## config.mk

```make
export PLATFORM = sky130hd
export DESIGN_NAME = uart_rx16x
export DESIGN_NICKNAME = d
export VERILOG_FILES = /design/src/rtl/uart_rx16x.sv
export SDC_FILE = /design/constraint.sdc
export NUM_CORES = 1
export LEC_CHECK = 0
export ABC_CLOCK_PERIOD_IN_PS = 5200
export BUFFER_PORTS_ARGS = -buffer_cell sky130_fd_sc_hd__buf_2
export CAP_MARGIN = 15
export CORE_ASPECT_RATIO = 0.75
export CORE_MARGIN = 2
export CORE_UTILIZATION = 30
export DETAILED_ROUTE_END_ITERATION = 8
export MAX_ROUTING_LAYER = met4
export PLACE_DENSITY = 0.58
export RECOVER_POWER = 50
export SYNTH_ARGS = -nofsm -noshare
export SYNTH_HDL_FRONTEND = slang
export SYNTH_SLANG_ARGS = --single-unit
```

## constraint.sdc

```tcl
create_clock -name CLOCK_50 -period 5.2 [get_ports CLOCK_50]
set_clock_uncertainty 0.05 [all_clocks]
set_input_delay 0.52 -clock CLOCK_50 [delete_from_list [all_inputs] [get_ports CLOCK_50]]
set_output_delay 0.52 -clock CLOCK_50 [all_outputs]
set_load 0.05 [all_outputs]
```

## src/rtl/uart_rx16x.sv

```systemverilog
// rtl/uart_rx16x.sv - 16x-oversampled UART receiver with framing and overrun flags
// Start bit is confirmed at MID_TICK, then each data and stop bit is sampled at tick 15 of its window.
module uart_rx16x #(
   parameter int DATA_BITS = 8,
   parameter int MID_TICK  = 7
) (
   input  logic                 CLOCK_50,
   input  logic                 reset,
   input  logic                 tick16,
   input  logic                 rx,
   output logic [DATA_BITS-1:0] data_out,
   output logic                 data_valid,
   input  logic                 data_ack,
   output logic                 framing_err,
   output logic                 overrun_err,
   output logic                 busy
);

   localparam int BW = (DATA_BITS > 1) ? $clog2(DATA_BITS) : 1;
   localparam logic [3:0]    MID   = 4'(MID_TICK);
   localparam logic [BW-1:0] LAST  = BW'(DATA_BITS - 1);
   localparam logic [BW-1:0] B_ONE = BW'(1);

   typedef enum logic [1:0] {
      IDLE  = 2'd0,
      START = 2'd1,
      DATA  = 2'd2,
      STOP  = 2'd3
   } state_t;

   state_t               state, state_n;
   logic                 rx_meta, rxs;
   logic [3:0]           tcnt, tcnt_n;
   logic [BW-1:0]        bcnt, bcnt_n;
   logic [DATA_BITS-1:0] sr, sr_n;
   logic                 stop_good, stop_bad;

   always_ff @(posedge CLOCK_50 or posedge reset) begin
      if (reset) begin
         state <= IDLE;
      end else begin
         state <= state_n;
      end
   end

   always_comb begin
      state_n   = state;
      tcnt_n    = tcnt;
      bcnt_n    = bcnt;
      sr_n      = sr;
      stop_good = 1'b0;
      stop_bad  = 1'b0;
      case (state)
         IDLE: begin
            if (tick16 && !rxs) begin
               state_n = START;
               tcnt_n  = 4'd0;
            end
         end
         START: begin
            if (tick16) begin
               if (tcnt == MID) begin
                  tcnt_n = 4'd0;
                  if (!rxs) begin
                     state_n = DATA;
                     bcnt_n  = '0;
                  end else begin
                     // glitch shorter than half a bit: drop it silently
                     state_n = IDLE;
                  end
               end else begin
                  tcnt_n = tcnt + 4'd1;
               end
            end
         end
         DATA: begin
            if (tick16) begin
               tcnt_n = tcnt + 4'd1;
               if (tcnt == 4'd15) begin
                  sr_n = {rxs, sr[DATA_BITS-1:1]};
                  if (bcnt == LAST) begin
                     state_n = STOP;
                     bcnt_n  = '0;
                     tcnt_n  = 4'd0;
                  end else begin
                     bcnt_n = bcnt + B_ONE;
                  end
               end
            end
         end
         STOP: begin
            if (tick16) begin
               if (tcnt == 4'd15) begin
                  state_n   = IDLE;
                  tcnt_n    = 4'd0;
                  stop_good = rxs;
                  stop_bad  = !rxs;
               end else begin
                  tcnt_n = tcnt + 4'd1;
               end
            end
         end
         default: begin
            state_n = IDLE;
            tcnt_n  = 4'd0;
            bcnt_n  = '0;
         end
      endcase
   end

   always_ff @(posedge CLOCK_50 or posedge reset) begin
      if (reset) begin
         rx_meta     <= 1'b1;
         rxs         <= 1'b1;
         tcnt        <= 4'd0;
         bcnt        <= '0;
         sr          <= '0;
         data_out    <= '0;
         data_valid  <= 1'b0;
         framing_err <= 1'b0;
         overrun_err <= 1'b0;
      end else begin
         rx_meta     <= rx;
         rxs         <= rx_meta;
         tcnt        <= tcnt_n;
         bcnt        <= bcnt_n;
         sr          <= sr_n;
         framing_err <= stop_bad;
         // an ack landing with the load counts as consumption of the old byte
         overrun_err <= stop_good && data_valid && !data_ack;
         if (stop_good) begin
            data_out   <= sr;
            data_valid <= 1'b1;
         end else if (data_ack) begin
            data_valid <= 1'b0;
         end
      end
   end

   assign busy = (state != IDLE);

endmodule

```

**After elaboration in Yosys (flattened, before gate mapping)**

Index checks and enable logic that the tools add are counted.
W data, S select, Z words.

- Register bits: 30
- Input port bits: 5
- Output and inout port bits: 12
- Word-level logic and storage cells: 74

- $add $sub $neg: 2
- Equal/unequal tests: 15
- Muxes and demuxes: 34
- Reductions and logical operators: 13

Operators by type and width:

| operator | count |
|---|---|
| $mux W4 | 8 |
| $mux W2 | 9 |
| $mux W3 | 6 |
| $ne A2 B2 Y1 const B | 9 |
| $pmux W4 S4 | 1 |
| $mux W1 | 8 |
| $pmux W2 S4 | 1 |
| $reduce_and A8 Y1 | 1 |
| $pmux W3 S2 | 1 |
| $reduce_and A6 Y1 | 1 |
| $reduce_bool A2 Y1 | 3 |
| $add A4 B1 Y4 const B | 1 |
| $eq A2 B2 Y1 const B | 2 |
| $eq A4 B3 Y1 const B | 1 |
| $eq A4 B4 Y1 const B | 1 |
| $reduce_and A4 Y1 | 1 |
| $add A3 B1 Y3 const B | 1 |
| $eq A3 B3 Y1 const B | 1 |
| $logic_and A1 B1 Y1 | 3 |
| $reduce_and A3 Y1 | 1 |
| $eq A2 B1 Y1 const B | 1 |
| $logic_not A1 Y1 | 2 |
| $logic_not A2 Y1 | 1 |

**Logic depth before layout (Yosys ltp)**

- Word-level depth: 6
- Mapped depth: 5
- Mapped depth without buffers: 5

**Worst setup path after synthesis**

OpenSTA, ideal clock, no wires.

- Path kind: input to register
- Start point: input port tick16
- End point: register sr[0]
- Arrival: 1.552 ns
- Path slack: 3.473 ns
- Stages on the path: 5
- Buffers on the path: 2
- Cells stage by stage: buf_2 -> nand2_1 -> nor4b_2 -> buf_4 -> mux2_2

- Longest elaborated chain between the ends: 1

Ends and longest elaborated chain:

| what | RTL line | source |
|---|---|---|
| start: declaration | 9 | `input logic tick16,` |
| $reduce_and A3 Y1 (no source line) | - |  |
| end signal: assignment | 127 | `sr <= sr_n;` |
| end: declaration | 35 | `logic [DATA_BITS-1:0] sr, sr_n;` |

No other way between the ends.
A chain may end at the register's enable or synchronous reset.

**Final worst setup path**

- Start point: register tcnt[0]
- End point: register data_out[5]

- Longest elaborated chain between the ends: 4

Ends and longest elaborated chain:

| what | RTL line | source |
|---|---|---|
| start: declaration | 33 | `logic [3:0] tcnt, tcnt_n;` |
| start signal: assignment | 125 | `tcnt <= tcnt_n;` |
| $eq A4 B4 Y1 | 93 | `if (tcnt == 4'd15) begin` |
| $mux W1 | 93 |  |
| $mux W1 | 92 | `if (tick16) begin` |
| $mux W1 | 53 | `case (state)` |
| end signal: assignment | 132 | `data_out <= sr;` |
| end: declaration | 11 | `output logic [DATA_BITS-1:0] data_out,` |

No other way between the ends.

==> impl_metrics.py <==
metrics = {
    "detailed_routing": {
        "routed_wl_um": 2480,
        "ant_nets": 0,
        "dr.pass1.iters": 4,
        "top_layer": "met4",
        "drc": 0,
        "via_count": 878,
        "drt_iter0_markers": 60,
        "wire_per_inst_um": 13.6,
        "route.met2.wl_um": 1070,
        "wl_met3_um": 107,
        "vias_per_cell": 4.82,
        "drt-met1-wl_um": 1240,
    },
    "layout": {
        "mostFrequentLayoutCells": "dfrtp_1, buf_2, mux2_4, mux2_2, clkbuf_8",
        "final_common_cell": "dfrtp_1",
        "drive_above_1_share_pct": 35.2,
        "fillers": 461,
        "layout.cells.non_filler": 182,
        "multi_input_area_um2": 562,
        "nNetsFinal": 132,
        "stdcell_area_um2": 1590,
        "area_growth_pct": 13.3,
        "regArea_um2": 753,
        "insertedDiodeCount": 0,
        "post-route-util_pct": 35.5,
    },
    "setup_path": {
        "crit-reg2reg-launch": "tcnt[0]",
        "r2r-end": "data_out[5]",
        "crit_type": "reg -> reg",
        "start_kind": "register",
        "r2r_slack_ns": 3.19,
        "worstRegToRegCells": 4,
        "worstSetupEndpointType": "register",
        "cp.required_ns": 5.31,
        "worstPathArrival_ns": 2.13,
        "crit_fanout": 10,
    },
    "global_route": {
        "antenna_found_initial": 0,
        "grt.total_usage_pct": 11.0,
        "grt_pass1_vias": 884,
        "grt_pass1_wl_um": 4260,
        "grt_overflow_total": 0,
        "grt_max_degree": 31,
    },
    "sta": {
        "finalCritPeriodShare_pct": 38.7,
        "hold_viol": 0,
        "setup_viol": 0,
        "rsz0062_at_grt": "no",
        "max_freq_mhz": 497,
        "slew_viol_final": 0,
        "post-route-min-period_ns": 2.01,
        "tns_ns": 0,
        "tightest_slew_ns": 1.25,
        "relSlewSlack_pct": 16.8,
    },
    "pwr": {
        "combPwrFrac_pct": 23.2,
        "p_clk_share_pct": 28.3,
        "p_leak_nw": 0.789,
        "switching_share_pct": 33.6,
        "seqPwrFrac_pct": 48.5,
        "p_total_mw": 0.677,
        "p_switching_mw": 0.227,
        "peakVddDrop_v": 0.000151,
        "p_int_mw": 0.449,
        "powerDensity_nw_per_um2": 426,
    },
    "placement": {
        "dpl.hpwl_um": 1740,
        "portBuffers": 16,
        "place_congestion": 0.746,
        "placed_area_um2": 1500,
        "place_inst": 172,
    },
    "clocking": {
        "cts_resized": 0,
        "insertion_delay_ns": 0.28,
        "htreeDepth": 2,
        "clock-root-buffer": "clkbuf_8",
        "cts_hold_buf": 0,
        "cts_buffers": 5,
        "cts_setup_buffers": 0,
        "cts_max_path_buffers": 2,
        "numClockSinks": 30,
        "path_clk_slew_ns": 0.07,
        "cts_tree": "done",
    },
    "die": {
        "io_pins": 17,
        "die_w_um": 82.9,
        "core_um2": 4470,
        "die_h_um": 63.2,
        "rows": 21,
        "start_util_pct": 31.4,
        "fp.dieArea_um2": 5240,
    },
    "yosys": {
        "synth_fp_nets": 115,
        "yosysWarnings": 0,
        "ys_seq_area_share_pct": 53.8,
        "yosys_most_used_dff": "dfrtp_1",
        "synth_edf_count": 0,
        "async_reset_ff_share_pct": 100,
        "synthDistinctLibCells": 39,
        "syn_inst": 107,
        "syn_avg_cell_area_um2": 13.1,
        "synthesis.area_um2": 1400,
        "ys_ff_latch": 30,
    },
    "outcome": {
        "outcome": "finished, final reports clean",
    },
    "job": {
        "drv_cap": 0,
    },
    "worst_hold_path": {
        "hp-class": "in -> async",
    },
}
## power groups by stage
stage	registers (mW)	clock network, mW	logic (mW)
detailed placement	0.332	0	0.160
floorplan	0.294	0	0.178
finish	0.328	0.192	0.157
global placement	0.331	0	0.154
CTS	0.329	0.198	0.160
global route	0.335	0.213	0.178
## critical path, cell delays in order (launching register included)
cell and delay (ns):
dfrtp_1 0.38, ha_1 0.30, nand4_1 0.17, or3_1 0.60
mux2_4 0.39
## cells by family after synthesis
logic type      Yosys count  share of synthesized area (%)
compound gates           16                           8.84
flops                    30                           53.7
mux                      20                           17.9
fa+ha+maj                 3                           2.68
simple gates             24                           11.2
buf+inv                  14                           5.71
## cell usage after synthesis, drive strengths merged, types with 3 or more instances
cell / number / area [um2]
dfrtp: 28 / 701
mux2: 16 / 210
inv: 6 / 22.5
buf: 5 / 46.3
nand2: 5 / 18.8
mux2i: 4 / 40.0
a21oi: 3 / 15.0
clkbuf: 3 / 11.3
ha: 3 / 37.5
nand2b: 3 / 18.8
nor2: 3 / 11.3
## worst max-delay path by stage
stage            start          end  slack [ns]  depth (start not counted)
6_report       tcnt[0]  data_out[5]        3.19                          4
5_1_grt        tcnt[0]        sr[5]        3.09                          5
4_1_cts        tcnt[0]        sr[5]        2.72                          4
3_5_place_dp    tick16        sr[5]        2.71                          4
3_3_place_gp    tick16        sr[7]        2.80                          4
2_1_floorplan   tick16        sr[0]        3.47                          5
## layout make-up
type | count | share of cell area [%]
Clock buffer | 7 | 5.44
Clock inverter | 1 | 0.315
Inverter | 6 | 1.42
Multi-Input combinational cell | 63 | 35.4
Sequential cell | 30 | 47.4
Tap cell | 57 | 4.49
Timing Repair Buffer | 18 | 5.52
## stage by stage
stage	setup slack, ns	hold WS (ns)
2_1_floorplan	3.47	0.295
3_3_place_gp	2.80	0.297
6_report	3.19	0.0992
4_1_cts	2.72	0.278
3_5_place_dp	2.71	0.298
5_1_grt	3.09	0.127
## registers in the layout (all words and copies together) (netlist names), named ones only
name,cells
bcnt,3
data_out,8
data_valid,1
framing_err,1
overrun_err,1
rx_meta,1
rxs,1
sr,8
state,1
tcnt,4
## per-layer routing
metal / track usage (%) / up-vias
li1: - / 420
met2: 15.1 / 14
met5: - / -
met1: 13.9 / 437
met3: 3.93 / 7
met4: 6.76 / 0
Power figures use the tool's default switching activity.
